### config.mk
export PLATFORM = sky130hd
export DESIGN_NAME = aes128_job_ctrl
export DESIGN_NICKNAME = d
export VERILOG_FILES = /design/src/rtl/aes128_job_ctrl.sv
export SDC_FILE = /design/constraint.sdc
export NUM_CORES = 1
export LEC_CHECK = 0
export CAP_MARGIN = 20
export CORE_AREA = 8 8 307 309
export DETAILED_ROUTE_END_ITERATION = 7
export DIE_AREA = 0 0 315 317
export PLACE_DENSITY = 0.51
export SLEW_MARGIN = 20
export SYNTH_ARGS = -nofsm -noshare
export SYNTH_HDL_FRONTEND = slang
export SYNTH_SLANG_ARGS = --single-unit
### constraint.sdc
create_clock -name clk -period 1.8 [get_ports clk]
set_clock_uncertainty 0.15 [all_clocks]
set_input_delay 0.36 -clock clk [delete_from_list [all_inputs] [get_ports clk]]
set_output_delay 0.36 -clock clk [all_outputs]
set_load 0.01 [all_outputs]
### src/rtl/aes128_job_ctrl.sv
// Job-level initiator for the hardened AES-128 core: issues jobs, retries on fault alerts,
// enforces a wait timeout and returns ciphertext plus status over a valid/ready channel.
module aes128_job_ctrl #(
  parameter int unsigned MAX_RETRY      = 2,
  parameter int unsigned TIMEOUT_CYCLES = 64
) (
  input  logic         clk,
  input  logic         rst_n,
  input  logic         req_valid,
  output logic         req_ready,
  input  logic [127:0] req_key,
  input  logic [127:0] req_plain,
  input  logic         req_selftest,
  output logic         rsp_valid,
  input  logic         rsp_ready,
  output logic [127:0] rsp_data,
  output logic [1:0]   rsp_status,
  output logic         core_start,
  output logic [127:0] core_key,
  output logic [127:0] core_plaintext,
  output logic         core_inject_fault,
  input  logic [127:0] core_ciphertext,
  input  logic         core_valid,
  input  logic         core_busy,
  input  logic         core_fault_alert,
  output logic [15:0]  fault_cnt
);

  typedef enum logic [1:0] {StIdle, StIssue, StWait, StResp} state_e;

  localparam logic [2:0]  MaxRetry    = 3'(MAX_RETRY);
  localparam logic [15:0] TimeoutLast = 16'(TIMEOUT_CYCLES - 1);

  localparam logic [1:0] StatusOk           = 2'b00;
  localparam logic [1:0] StatusFault        = 2'b01;
  localparam logic [1:0] StatusTimeout      = 2'b10;
  localparam logic [1:0] StatusSelftestFail = 2'b11;

  state_e       state_q, state_d;
  logic [127:0] key_q, key_d;
  logic [127:0] plain_q, plain_d;
  logic         selftest_q, selftest_d;
  logic [2:0]   attempt_q, attempt_d;
  logic [15:0]  timer_q, timer_d;
  logic [15:0]  fault_cnt_q, fault_cnt_d;
  logic [127:0] rsp_data_q, rsp_data_d;
  logic [1:0]   rsp_status_q, rsp_status_d;
  logic         timeout;
  logic         can_retry;

  assign timeout   = (timer_q == TimeoutLast);
  assign can_retry = ~selftest_q & (attempt_q < MaxRetry);

  always_ff @(posedge clk or negedge rst_n) begin
    if (!rst_n) begin
      state_q <= StIdle;
    end else begin
      state_q <= state_d;
    end
  end

  always_comb begin
    state_d = state_q;
    unique case (state_q)
      StIdle:  if (req_valid) state_d = StIssue;
      StIssue: if (!core_busy) state_d = StWait;
      StWait: begin
        // Fault outranks valid, and valid outranks the timeout.
        if (core_fault_alert) begin
          state_d = can_retry ? StIssue : StResp;
        end else if (core_valid || timeout) begin
          state_d = StResp;
        end
      end
      StResp:  if (rsp_ready) state_d = StIdle;
      default: state_d = StIdle;
    endcase
  end

  always_comb begin
    req_ready  = 1'b0;
    rsp_valid  = 1'b0;
    core_start = 1'b0;
    unique case (state_q)
      StIdle:  req_ready = 1'b1;
      StIssue: core_start = ~core_busy;
      StResp:  rsp_valid = 1'b1;
      default: ;
    endcase
  end

  always_comb begin
    key_d        = key_q;
    plain_d      = plain_q;
    selftest_d   = selftest_q;
    attempt_d    = attempt_q;
    timer_d      = timer_q;
    fault_cnt_d  = fault_cnt_q;
    rsp_data_d   = rsp_data_q;
    rsp_status_d = rsp_status_q;
    unique case (state_q)
      StIdle: begin
        if (req_valid) begin
          key_d      = req_key;
          plain_d    = req_plain;
          selftest_d = req_selftest;
          attempt_d  = '0;
        end
      end
      StIssue: begin
        if (!core_busy) timer_d = '0;
      end
      StWait: begin
        timer_d = timer_q + 16'd1;
        if (core_fault_alert) begin
          if (selftest_q) begin
            // An alert is the expected outcome of a fault-injection self-test.
            rsp_status_d = StatusOk;
            rsp_data_d   = '0;
          end else begin
            if (fault_cnt_q != 16'hFFFF) fault_cnt_d = fault_cnt_q + 16'd1;
            if (can_retry) begin
              attempt_d = attempt_q + 3'd1;
            end else begin
              rsp_status_d = StatusFault;
              rsp_data_d   = '0;
            end
          end
        end else if (core_valid) begin
          rsp_status_d = selftest_q ? StatusSelftestFail : StatusOk;
          rsp_data_d   = selftest_q ? '0 : core_ciphertext;
        end else if (timeout) begin
          rsp_status_d = StatusTimeout;
          rsp_data_d   = '0;
        end
      end
      default: ;
    endcase
  end

  always_ff @(posedge clk or negedge rst_n) begin
    if (!rst_n) begin
      key_q        <= '0;
      plain_q      <= '0;
      selftest_q   <= 1'b0;
      attempt_q    <= '0;
      timer_q      <= '0;
      fault_cnt_q  <= '0;
      rsp_data_q   <= '0;
      rsp_status_q <= StatusOk;
    end else begin
      key_q        <= key_d;
      plain_q      <= plain_d;
      selftest_q   <= selftest_d;
      attempt_q    <= attempt_d;
      timer_q      <= timer_d;
      fault_cnt_q  <= fault_cnt_d;
      rsp_data_q   <= rsp_data_d;
      rsp_status_q <= rsp_status_d;
    end
  end

  assign core_key          = key_q;
  assign core_plaintext    = plain_q;
  assign core_inject_fault = selftest_q;
  assign fault_cnt         = fault_cnt_q;
  assign rsp_data          = rsp_data_q;
  assign rsp_status        = rsp_status_q;

endmodule
==> summary.md <==
| Metric | Value |
|---|---|
| WP data required | 2.12 ns |
| Worst R2R Start | timer_q[8] |
| Crit-path max cell delay | 0.38 ns |
| Global-route wire length before repair | between 100 and 150 mm |
| Synth cell types | 50 |
| Post-synthesis net count | 1973 |
| Die height | 317 µm |
| RSZ-0062 raised after global routing | yes |
| Latest clock arrival within the worst-skew pair | a little under 0.6 ns |
| Global route hottest layer | met2 |
| Synth top area cells | dfrtp_1 66%, nand2_1 18%, a22o_1 6.9%, clkbuf_1 1.2%, buf_6 0.77% |
| CP most frequent cell | buf_12 |
| Max-cap violation count | 0 |
| Pre-antenna DRT Iters | 5 |
| DPL Wire Length | between 50 and 60 mm |
| Min cycle time layout | 2.08 ns |
| Die Wd | 315 µm |
| Hold Path Class | in2async |
| Crit path capture type | register |
| Worst Reg-to-Reg Cells | 8 |
| CP max-delay cell | dfrtp_1 |
| Post-Layout Cell Count | 3759 |
| Hold Vio Cnt, Final | 0 |
| CTS tree | yes |
| Slew @ Worst Pin | approximately 0.5 ns |
| Vias in the first global route | 15.8k |
| DRC | 0 |
| Final Total Pwr | 0.0448 W |
| Clock Sinks | 424 |
| Post-synth EDFFs | 0 |
| CP Class | reg2reg |
| Crit path DAT | 2.40 ns |
| Initial Utilization | 0.181 |
| Yosys warnings | 0 |
| Core region area | between 80000 and 90000 µm² |
| Pins Over Slew Limit | 0 |
| Crit. Startpoint | timer_q[8] |
| Post-synthesis register bit count | around 420 |
| DR iter-0 viols | roughly 1000 |
| Buffer levels on the longest clock path | 3 |
| Die area | 99900 µm² |
| Startpoint Class | register |
| Routing usage on met3 | 0.0666 |
| CTS buffer count | 53 |
| Highest clock rate | slightly below 0.5 GHz |
| Crit-path cells | nor4_2 -> and4_4 -> o31ai_4 -> buf_12 -> buf_16 -> buf_12 -> buf_8 -> a22o_1 |
| Main synth FF type | dfrtp_1 |
| Post-Synthesis Cells | 1578 |
| Ports | 798 |
| Setup WS pre-CTS | -0.691 ns |
| # H-tree levels | 2 |
| Layout area overhead | 80.9% |
| Commonest non-fill, non-tap cells in the layout | 789 x nand2_1, 416 x dfrtp_1, 390 x clkdlybuf4s50_1, 228 x clkdlybuf4s15_1, 133 x buf_4 |
| Final setup viols | 349 |
| Worst R2R Setup Slack | -0.28 ns |
| Yosys top cell by area | dfrtp_1 |
| GR Layer Usage met2 | 0.248 |
| Outcome | complete, but fails checks |
| Final GP Congestion | ~0.78 |
| Drt wl/cell | 20.5 µm |
| Final worst-path cycle share | 1.16 |
| Cell Pwr Density | 1530 nW/µm² |
| Utilization after layout | 0.327 |
| Largest net degree at the start of global routing | 73 |
| Leak | 14.2 nW |
| Setup ws final | -0.281 ns |
| Dpl cells | 3615 |
| Fraction of layout cells with a size suffix above 1 | 0.193 |
| Rel. slew slack | 0.661 |
| Fin nets | 2937 |
| Reg clk slew, reported paths | 0.06 ns |
| FFs w/ async S/R, synth | 1.00 |
| Vias per cell | 3.99 |
| Share of the synthesized area in the top cell type | 0.657 |
| # rows | between 100 and 150 |
| Syn_area_per_cell | 10.2 µm² |
| Overall routed net length | 77.2 mm |
| Initial antenna violation count | 7 |
| Grt total ovfl | 0 |
| Fin Hold WS | 0.112 ns |
| Seq/Total Area, Yosys | 0.657 |
| Root Driver | clkbuf_16 |
| Failing checks | setup timing |
| Port bufs | 797 |
| Peak VDD IR | 0.803 mV |
| Post-Synthesis Cell Area | 16200 µm² |
| Met1 Use GR | 0.168 |
| ANT nets after route | 0 |
| CP Max Fanout | 7 |
| Commonest non-fill, non-tap cell in the layout | nand2_1 |
| GRT Util Overall | 0.146 |
| Via count | 15.0k |
timing repair:
action | in CTS | in global routing
endpoints found under the setup margin | 586 | 513
gates resized for setup | 1157 | 9
gates cloned | 12 | 4
hold buffers | 1 | 0
setup buffers | 33 | 4
hold endpoints to repair | 424 | 0
pin swaps | 6 | 3
power breakdown:
part / internal [W] / total [W] / switching [W]
Clock: 0.00648 / 0.0107 / 0.00424
Sequential: 0.0134 / 0.0157 / 0.00235
Combinational: 0.00920 / 0.0184 / 0.00916
Total: 0.0291 / 0.0448 / 0.0157
cell type report:
cell class,count,area (µm²)
multi-input combinational,1060,5170
tap,1176,1470
timing repair buffer,1001,10200
antenna,3,7.51
fill,9201,60100
clock inverter,17,198
sequential,424,10600
inverter,2,10.0
clock buffer,76,1540
registers in the layout, indices dropped and copies added (netlist names):
signal / flops
core_plaintext: 128
core_key: 128
rsp_status: 2
attempt_q: 3
rsp_data: 128
core_inject_fault: 1
fault_cnt: 16
timer_q: 16
state_q: 2
synthesized netlist by cell type (2+ instances only):
cell      instances
and3_1            7
buf_1            10
a31oi_1           3
a21oi_1          12
nand3_1          11
and2_1            3
xor2_1            7
buf_6            11
mux2i_1           7
mux2_1            4
o21ai_0           3
nor3_1            4
o31ai_1           4
buf_2            18
and4bb_1          2
nor2b_1           2
a211oi_1          2
nor2_1            9
nand4_1           9
nand2_1         795
and4_1            6
o211ai_1          4
nor4_1            2
dfrtp_1         424
clkbuf_1         52
ha_1              3
o21ai_1          11
nand2b_1          4
a22o_1          128
metrics by stage:
stage,cell area [µm²],setup TNS (ns)
6_report,29200,-40.42
5_1_grt,29200,-71.39
4_1_cts,29100,-52.67
3_5_place_dp,26700,-95.65
3_3_place_gp,26700,-93.94
2_1_floorplan,16200,0
path summary, 6_finish.rpt:
path,end
max in group asynchronous,fault_cnt[4]
hold / removal,core_key[108]
setup / recovery,rsp_data[4]
setup reg to reg,rsp_data[4]
min in group clk,core_key[110]
hold reg to reg,core_key[11]
cell families (layout without fill, tap and decap cells):
kind of cell / after synthesis / in the layout / share of synthesized area
other: 0 / 3 / 0
muxes: 12 / 12 / 0.00782
xor gates and xnor gates: 7 / 7 / 0.00380
buffers and inverters: 94 / 1096 / 0.0286
AOI/OAI and AO/OA: 176 / 176 / 0.0889
adders and majority gates: 3 / 3 / 0.00232
and+or+nand+nor: 862 / 862 / 0.212
DFF: 424 / 424 / 0.657
worst max-delay path, delay by kind of cell (launching register included):
kind                   cells  cell delay (ns)
AOI/OAI and AO/OA          2             0.25
buffers and inverters      4             0.55
and+or+nand+nor            2             0.61
DFF                        1             0.38
per-layer routing:
metal | wire length, µm | up-vias | share of wire
met4 | 1430 | 8 | 0.019
met3 | 8080 | 76 | 0.10
met1 | 30200 | 7261 | 0.39
met5 | 50 | - | 0.00065
met2 | 37400 | 563 | 0.49
li1 | - | 7092 | -
Power figures use the tool's default switching activity.
